--- src/rtl/rr_rec_merger.sv ---
// Record-FIFO merger: keeps the channel FIFOs in lock-step with bubble pushes, pops one
// entry group from all of them at once, and emits it as a header beat plus one beat per real packet.
module rr_rec_merger #(
  parameter int NCH       = 4,
  parameter int WIDTH     = 32,
  parameter int OUT_WIDTH = 64
) (
  input  logic                 clk,
  input  logic                 rst,
  input  logic [NCH-1:0]       new_packet,
  output logic [NCH-1:0]       bubble_en,
  input  logic [NCH-1:0]       rec_valid,
  output logic [NCH-1:0]       rec_ready,
  input  logic [NCH-1:0]       rec_ispkt,
  input  logic [NCH-1:0]       rec_busy,
  input  logic [NCH*WIDTH-1:0] rec_data,
  output logic                 out_valid,
  input  logic                 out_ready,
  output logic [OUT_WIDTH-1:0] out_data,
  output logic                 out_last,
  output logic [31:0]          group_cnt,
  output logic                 err_desync
);

  // state | meaning
  // IDLE  | waiting for every channel FIFO to be valid; pops the group in that cycle
  // HDR   | emitting the header beat {bmask, pmask}
  // PAY   | emitting the payload of channel ptr
  typedef enum logic [1:0] {IDLE, HDR, PAY} state_t;

  localparam int PW = (NCH > 1) ? $clog2(NCH) : 1;

  state_t           state, state_nxt;
  logic [NCH-1:0]   pmask, bmask, above;
  logic [WIDTH-1:0] payload [NCH];
  logic [PW-1:0]    ptr;
  logic             pop, fire;

  function automatic logic [PW-1:0] lowest(input logic [NCH-1:0] m);
    lowest = '0;
    for (int i = NCH - 1; i >= 0; i--)
      if (m[i]) lowest = PW'(i);
  endfunction

  assign bubble_en = {NCH{|new_packet}} & ~new_packet;

  // Packets still to be sent after the current one.
  always_comb begin
    above = '0;
    for (int i = 0; i < NCH; i++)
      if (i > int'(ptr)) above[i] = pmask[i];
  end

  always_comb begin
    state_nxt = state;
    rec_ready = '0;
    out_valid = 1'b0;
    out_data  = '0;
    out_last  = 1'b0;
    case (state)
      IDLE: begin
        if (&rec_valid) begin
          rec_ready = '1;
          state_nxt = HDR;
        end
      end
      HDR: begin
        out_valid = 1'b1;
        out_data  = OUT_WIDTH'({bmask, pmask});
        out_last  = (pmask == '0);
        if (out_ready) state_nxt = (pmask == '0) ? IDLE : PAY;
      end
      PAY: begin
        out_valid = 1'b1;
        out_data  = OUT_WIDTH'(payload[ptr]);
        out_last  = (above == '0);
        if (out_ready && out_last) state_nxt = IDLE;
      end
      default: state_nxt = IDLE;
    endcase
  end

  assign pop  = (state == IDLE) && (&rec_valid);
  assign fire = out_valid && out_ready;

  always_ff @(posedge clk or posedge rst) begin
    if (rst) begin
      state      <= IDLE;
      pmask      <= '0;
      bmask      <= '0;
      ptr        <= '0;
      group_cnt  <= '0;
      err_desync <= 1'b0;
      for (int i = 0; i < NCH; i++) payload[i] <= '0;
    end else begin
      state <= state_nxt;
      if ((|rec_valid) && !(&rec_valid)) err_desync <= 1'b1;
      if (pop) begin
        pmask <= rec_ispkt;
        bmask <= rec_busy;
        for (int i = 0; i < NCH; i++) payload[i] <= rec_data[i*WIDTH +: WIDTH];
      end
      if (fire && state == HDR) begin
        if (pmask == '0) group_cnt <= group_cnt + 32'd1;
        else             ptr       <= lowest(pmask);
      end
      if (fire && state == PAY) begin
        pmask[ptr] <= 1'b0;
        if (above == '0) group_cnt <= group_cnt + 32'd1;
        else             ptr       <= lowest(above);
      end
    end
  end

endmodule
--- config.mk ---
export PLATFORM = sky130hd
export DESIGN_NAME = rr_rec_merger
export DESIGN_NICKNAME = d
export VERILOG_FILES = /design/src/rtl/rr_rec_merger.sv
export SDC_FILE = /design/constraint.sdc
export NUM_CORES = 1
export LEC_CHECK = 0
export CORE_UTILIZATION = 48
export DETAILED_ROUTE_END_ITERATION = 16
export GPL_ROUTABILITY_DRIVEN = 0
export HOLD_SLACK_MARGIN = 0.05
export MAX_ROUTING_LAYER = met4
export PLACE_DENSITY = 0.85
export SLEW_MARGIN = 20
export SYNTH_ARGS = -nofsm -noshare
export SYNTH_HDL_FRONTEND = slang
export SYNTH_SLANG_ARGS = --single-unit
--- constraint.sdc ---
create_clock -name clk -period 5.7 [get_ports clk]
set_input_delay 0.57 -clock clk [delete_from_list [all_inputs] [get_ports clk]]
set_output_delay 0.57 -clock clk [all_outputs]
set_load 0.03 [all_outputs]
**Word level (Yosys, flattened, before mapping)**

Index checks and enable logic that the tools add are counted.

- Register bits: 173
- Input bits: 147
- Output and inout port bits: 107
- Word-level logic and storage cells: 78

- Add/subtract/negate cells: 1
- Order comparisons: 6
- Equal/unequal tests: 5
- Muxes and demuxes: 35
- Bitwise gates (word level): 5
- Reductions and logical operators: 16

Operator list:

| cell | count |
|---|---|
| 32-bit two-way mux | 6 |
| 32-bit binary-select mux with 2-bit select | 1 |
| 32-bit case mux with 2 select lines | 1 |
| 32-bit by 1-bit adder with 32-bit output, second input constant | 1 |
| 2-bit two-way mux | 15 |
| 4-bit two-way mux | 4 |
| 4-bit bitwise AND | 2 |
| 4-bit logical NOT | 2 |
| 4-bit NOT | 2 |
| 4-bit OR reduction | 2 |
| 1-bit logical AND | 7 |
| 2-bit != test, second input constant | 3 |
| 2-bit case mux with 3 select lines | 1 |
| 1-bit two-way mux | 5 |
| 2-bit greater-than comparator, first input constant | 2 |
| 4-bit AND reduction | 1 |
| 3-bit >= comparator, second input constant | 1 |
| 2-bit by 3-bit less-than comparator with 1-bit output, second input constant | 1 |
| 2-bit NOT with 3-bit output | 1 |
| 3-bit AND reduction | 1 |
| 1-bit demux with 2-bit select | 1 |
| 2-bit by 1-bit == test with 1-bit output, second input constant | 1 |
| 2-bit == test, second input constant | 1 |
| 2-bit by 1-bit >= comparator with 1-bit output, second input constant | 1 |
| other kinds (5) | 5 |

**Longest topological paths before layout**

- Depth after elaboration: 8
- Mapped depth: 9
- Gate-level depth less buffers: 7

**Worst setup path after synthesis**

No wires, ideal clock.

- Path kind: reg2out
- Start: register ptr[0]
- End: output out_data[12]
- Arrival: 1749 ps
- Required time: 5130 ps
- Path slack: 3381 ps
- Stages on the path, launching flop included: 5
- Buffers on the path: 2
- Path through: dfrtp_1 -> buf_2 -> buf_2 -> mux4_2 -> and2_1

- Longest elaborated chain between the ends: 5

Ends and longest elaborated chain:

| item | RTL line | text |
|---|---|---|
| start, declared | 36 | `logic [PW-1:0] ptr;` |
| start signal, assigned | 105 | `else ptr <= lowest(pmask);` |
| start signal, assigned | 110 | `else ptr <= lowest(above);` |
| 2-bit NOT with 3-bit output (not written as such) | 75 | `out_data = OUT_WIDTH'(payload[ptr]);` |
| 32-bit binary-select mux with 2-bit select | 75 |  |
| 32-bit two-way mux (not written as such) (2 in series) | 75 |  |
| 32-bit case mux with 2 select lines | 60 | `case (state)` |
| end, declared | 19 | `output logic [OUT_WIDTH-1:0] out_data,` |

Every way passes these cells. The select of a mux whose other input is x is not followed.

**Worst setup path in the final report**

- Start: register ptr[0]
- End: output out_data[7]

The elaborated chain is that of the path after synthesis.

==> results.txt <==
----------------------------------------------------
[Status]
  Status ... completed

[STA]
  Total count of max-transition violations in the final report ... 0
  Final Hold Fails ... 0
  Slew at the pin closest to its max-slew limit ... 1070 ps
  Setup repair after global routing missed its margin ... false
  Layout Skew ... 10.6 ps
  Sum of negative setup slack ... 0 ps
  Post-route clock period utilization ... 64.3%
  Relative max-transition margin ... 28.9%
  Final setup violating endpoints ... 0
  Upper clock frequency limit ... 0.273 GHz
  Min Clock Period, post-route ... 3670 ps

[Logic synthesis]
  Main combinational cell family by area after synthesis ... simple AND/OR/NAND/NOR gates
  Combined area of all synthesized cells ... 0.00836 sq mm
  Synthesized netlist cell count ... 896
  Synth area leader ... sky130_fd_sc_hd__dfrtp_1
  Main flop type after synthesis ... sky130_fd_sc_hd__dfrtp_1
  Area fraction in compound gates after synthesis ... 2.72%
  Multiplexer share of the synthesized area ... 8.74%
  Cell variety after synth ... 43
  Yosys top cell area share ... 51.8%
  Average instance area after synthesis ... 9.34 sq um
  Fraction of the mapped netlist area in adder cells ... 0.598%
  Number of flops mapped to enable cells by yosys ... 0
  Post-synth ARST share ... 100%
  Sequential share of the synthesized area ... 51.8%
  Synthesized-area fraction occupied by and/or/nand/nor cells ... 26.8%
  Main area contributors after synthesis ... sky130_fd_sc_hd__dfrtp_1 (52%), sky130_fd_sc_hd__nand2_1 (19%), sky130_fd_sc_hd__mux4_2 (8.6%), sky130_fd_sc_hd__buf_4 (3.3%), sky130_fd_sc_hd__xnor2_1 (2.3%)
  Total of flip-flops plus latches after synthesis ... 173
  Synthesized-area fraction occupied by xor and xnor cells ... 3.25%
  Count of synthesis-stage warnings from yosys ... 0

[Power]
  Net Switching ... 1.41 mW
  Internal power contribution ... 3.10 mW
  Fraction of power consumed by combinational cells ... 27.7%
  Clock network fraction of total power ... 28.5%
  Highest ir drop seen on vdd ... 223 uV
  Share of power burned in registers ... 43.8%
  Power per cell area ... 402 mW/mm^2
  Pleak ... 5.37 nW
  Switching share of total power ... 31.3%

[Clock network]
  Clock network latency to the later pin of the worst-skew pair ... 420 ps
  Number of CTS-inserted buffers ... 17
  Setup bufs post-CTS ... 0
  TritonCTS clock tree ... yes
  Number of hold buffers added after CTS ... 0
  Clock root buffer master ... sky130_fd_sc_hd__clkbuf_16
  H-tree depth ... 4
  Maximum number of buffers from clock root to sink ... 2
  Clock transition at the registers of the reported paths ... 60 ps
  Number of clock sinks seen by CTS ... 173
  Gates resized, CTS repair ... 0

[Floorplan]
  Core box area ... 0.0168 sq mm
  Site Rows ... 47
  Initial core utilization ... 49.7%
  Die outline area ... 0.0180 sq mm
  I/O pin count ... 254
  Die X-Extent ... 134 um
  Y dimension of the die ... 134 um

[Critical path]
  Kind of launch point of the worst setup path ... flop
  Crit path kind ... flop to primary output
  CP Data Required Time ... 5130 ps
  Highest net fanout along the worst path ... 21
  Critical Path End Type ... primary output
  CP Data Arrival Time ... 3100 ps
  Slowest cell delay on critical path ... 800 ps
  Standard cell with the maximum stage delay on the critical path ... sky130_fd_sc_hd__dfrtp_2
  Critical-path cell list ... buf_4, mux4_2, a22o_1, clkdlybuf4s50_1

[Worst hold path]
  HP Class ... flop to flop

[Final layout]
  Final Non-Filler Cells ... 1322
  Final Net Count ... 1239
  Number of fillers in the final layout ... 1336
  Share of cells above drive strength 1 ... 7.55%
  Post-route cell area ... 0.0112 sq mm
  Synthesis-to-finish area growth ... 34.2%

[Detailed routing]
  Number of nets still failing antenna checks after routing ... 0
  Post-Route WL ... 20700 um
  Post-DR vias/cell ... 5.12
  Initial DRC count ... 425
  Residual DRC count ... 0
  Vias ... 6774
  Detailed-routing iteration count for the pre-antenna-repair pass ... 5
  Post-detailed-route wirelength per cell ... 15.7 um

[Global routing]
  Largest net degree at the start of global routing ... 97
  Via count of the first global-routing pass ... 6859
  Number of antenna violations at the first check in global routing ... 2
  Global Route Usage Sum ... 25.5%
  Wire length of the first global-routing pass ... 34500 um
  Overall overflow remaining after global route ... 0

[Placed design]
  Placed instance count ... 1289
  Port Buf Inserts ... 221
  Total placed instance area ... 0.0106 sq mm
  Estimated wirelength of the detail-placed design ... 14000 um

[Flow run]
  Max Cap Violations ... 0

----------------------------------------------------
==> cell type report <==
class	instances	area (sq um)	area share [%]
Timing Repair Buffer	228	2260	20.2
Clock buffer	22	464	4.13
Antenna cell	2	5.00	0.0446
Multi-Input combinational cell	658	3660	32.6
Tap cell	220	275	2.45
Inverter	10	45.0	0.401
Sequential cell	173	4330	38.6
Clock inverter	9	184	1.64
==> cells in the mapped netlist (3+ instances only) <==
cell / instances
sky130_fd_sc_hd__and3_2: 3
sky130_fd_sc_hd__buf_1: 5
sky130_fd_sc_hd__nand2_1: 414
sky130_fd_sc_hd__clkbuf_1: 37
sky130_fd_sc_hd__nor2_1: 20
sky130_fd_sc_hd__buf_2: 7
sky130_fd_sc_hd__mux4_2: 32
sky130_fd_sc_hd__and2_1: 27
sky130_fd_sc_hd__o21ai_0: 4
sky130_fd_sc_hd__xnor2_1: 22
sky130_fd_sc_hd__buf_4: 37
sky130_fd_sc_hd__nor3_1: 12
sky130_fd_sc_hd__dfrtp_1: 173
sky130_fd_sc_hd__and3_1: 6
sky130_fd_sc_hd__and4_1: 4
sky130_fd_sc_hd__xor2_1: 9
sky130_fd_sc_hd__a21oi_1: 9
sky130_fd_sc_hd__nand3_1: 11
sky130_fd_sc_hd__inv_1: 10
sky130_fd_sc_hd__nor4_1: 3
sky130_fd_sc_hd__nand4_1: 13
sky130_fd_sc_hd__a22o_1: 9
sky130_fd_sc_hd__ha_1: 4
==> worst paths after layout <==
kind | to | depth (start not counted) | slack, ps | startpoint
worst max register to register | group_cnt[9]$_DFF_PP0_ | 8 | 2640 | state[0]$_DFFE_PP0P_
worst min register to register | group_cnt[31]$_DFF_PP0_ | 1 | 470 | group_cnt[31]$_DFF_PP0_
worst min-delay path | group_cnt[31]$_DFF_PP0_ | 1 | 470 | group_cnt[31]$_DFF_PP0_
max in group asynchronous | payload[39]$_DFFE_PP0N_ | 3 | 3930 | rst
worst max-delay path | out_data[7] | 4 | 2030 | ptr[0]$_DFF_PP0_
min in group asynchronous | group_cnt[18]$_DFF_PP0_ | 2 | 610 | rst
==> critical path, delay by kind of cell, from the launching register on <==
family	cells	cell delay, ps
buffers and inverters	2	1110
AO/OA/AOI/OAI	1	190
multiplexers	1	560
flip-flops	1	800
==> kinds of logic (layout without fill, tap and decap cells) <==
group                    count (synthesis)  after routing
AO/OA/AOI/OAI                           33             33
XOR/XNOR                                31             31
buffers and inverters                   96            269
other                                    1             34
AND/OR/NAND/NOR                        525            525
flip-flops                             173            173
multiplexers                            33             33
adder cells (fa/ha/maj)                  4              4
==> through the flow <==
step	total power [mW]	utilization (%)	setup WS, ps	hold WS, ps
finish	4.51	66.8	2030	466
floorplan	2.83	-	442	440
global route	4.79	66.8	1860	474
CTS	4.54	66.7	1940	469
global placement	3.18	62.9	2250	452
detailed placement	3.25	62.9	2190	458
==> state kept, by name, summed over array words and instances (netlist names) <==
| name | flops |
|---|---|
| payload | 128 |
| group_cnt | 32 |
| bmask | 4 |
| pmask | 4 |
| ptr | 2 |
| state | 2 |
| err_desync | 1 |
==> layer usage <==
| metal | vias up | share of wire (%) | global-route usage (%) |
|---|---|---|---|
| met5 | - | 0 | - |
| met4 | 0 | 2.7 | 11.4 |
| met3 | 44 | 5.6 | 4.80 |
| met2 | 226 | 49 | 40.4 |
| met1 | 3276 | 43 | 31.9 |
| li1 | 3228 | - | - |
==> power groups by stage <==
stage	registers, mW	logic, mW	clock network (mW)
finish	1.98	1.25	1.28
detailed placement	1.99	1.26	0
global route	2.04	1.39	1.36
floorplan	1.83	1.00	0
CTS	1.97	1.26	1.30
global placement	1.97	1.21	0
==> cell usage in the layout (no fill, tap or decap), types with 5 or more instances in the layout <==
cell and n:
sky130_fd_sc_hd__conb_1 32, sky130_fd_sc_hd__clkdlybuf4s50_1 221, sky130_fd_sc_hd__nor3_1 12, sky130_fd_sc_hd__and3_1 6, sky130_fd_sc_hd__nand4_1 13, sky130_fd_sc_hd__xor2_1 9
sky130_fd_sc_hd__bufinv_16 5, sky130_fd_sc_hd__nand2_1 413, sky130_fd_sc_hd__nand3_1 11, sky130_fd_sc_hd__mux4_2 32, sky130_fd_sc_hd__nor2_1 20, sky130_fd_sc_hd__and2_1 27
sky130_fd_sc_hd__buf_4 7, sky130_fd_sc_hd__clkbuf_16 17, sky130_fd_sc_hd__xnor2_1 22, sky130_fd_sc_hd__a21oi_1 9, sky130_fd_sc_hd__a22o_1 9, sky130_fd_sc_hd__dfrtp_1 171
sky130_fd_sc_hd__inv_1 8
Note: power is estimated with default switching activity, not from simulation.
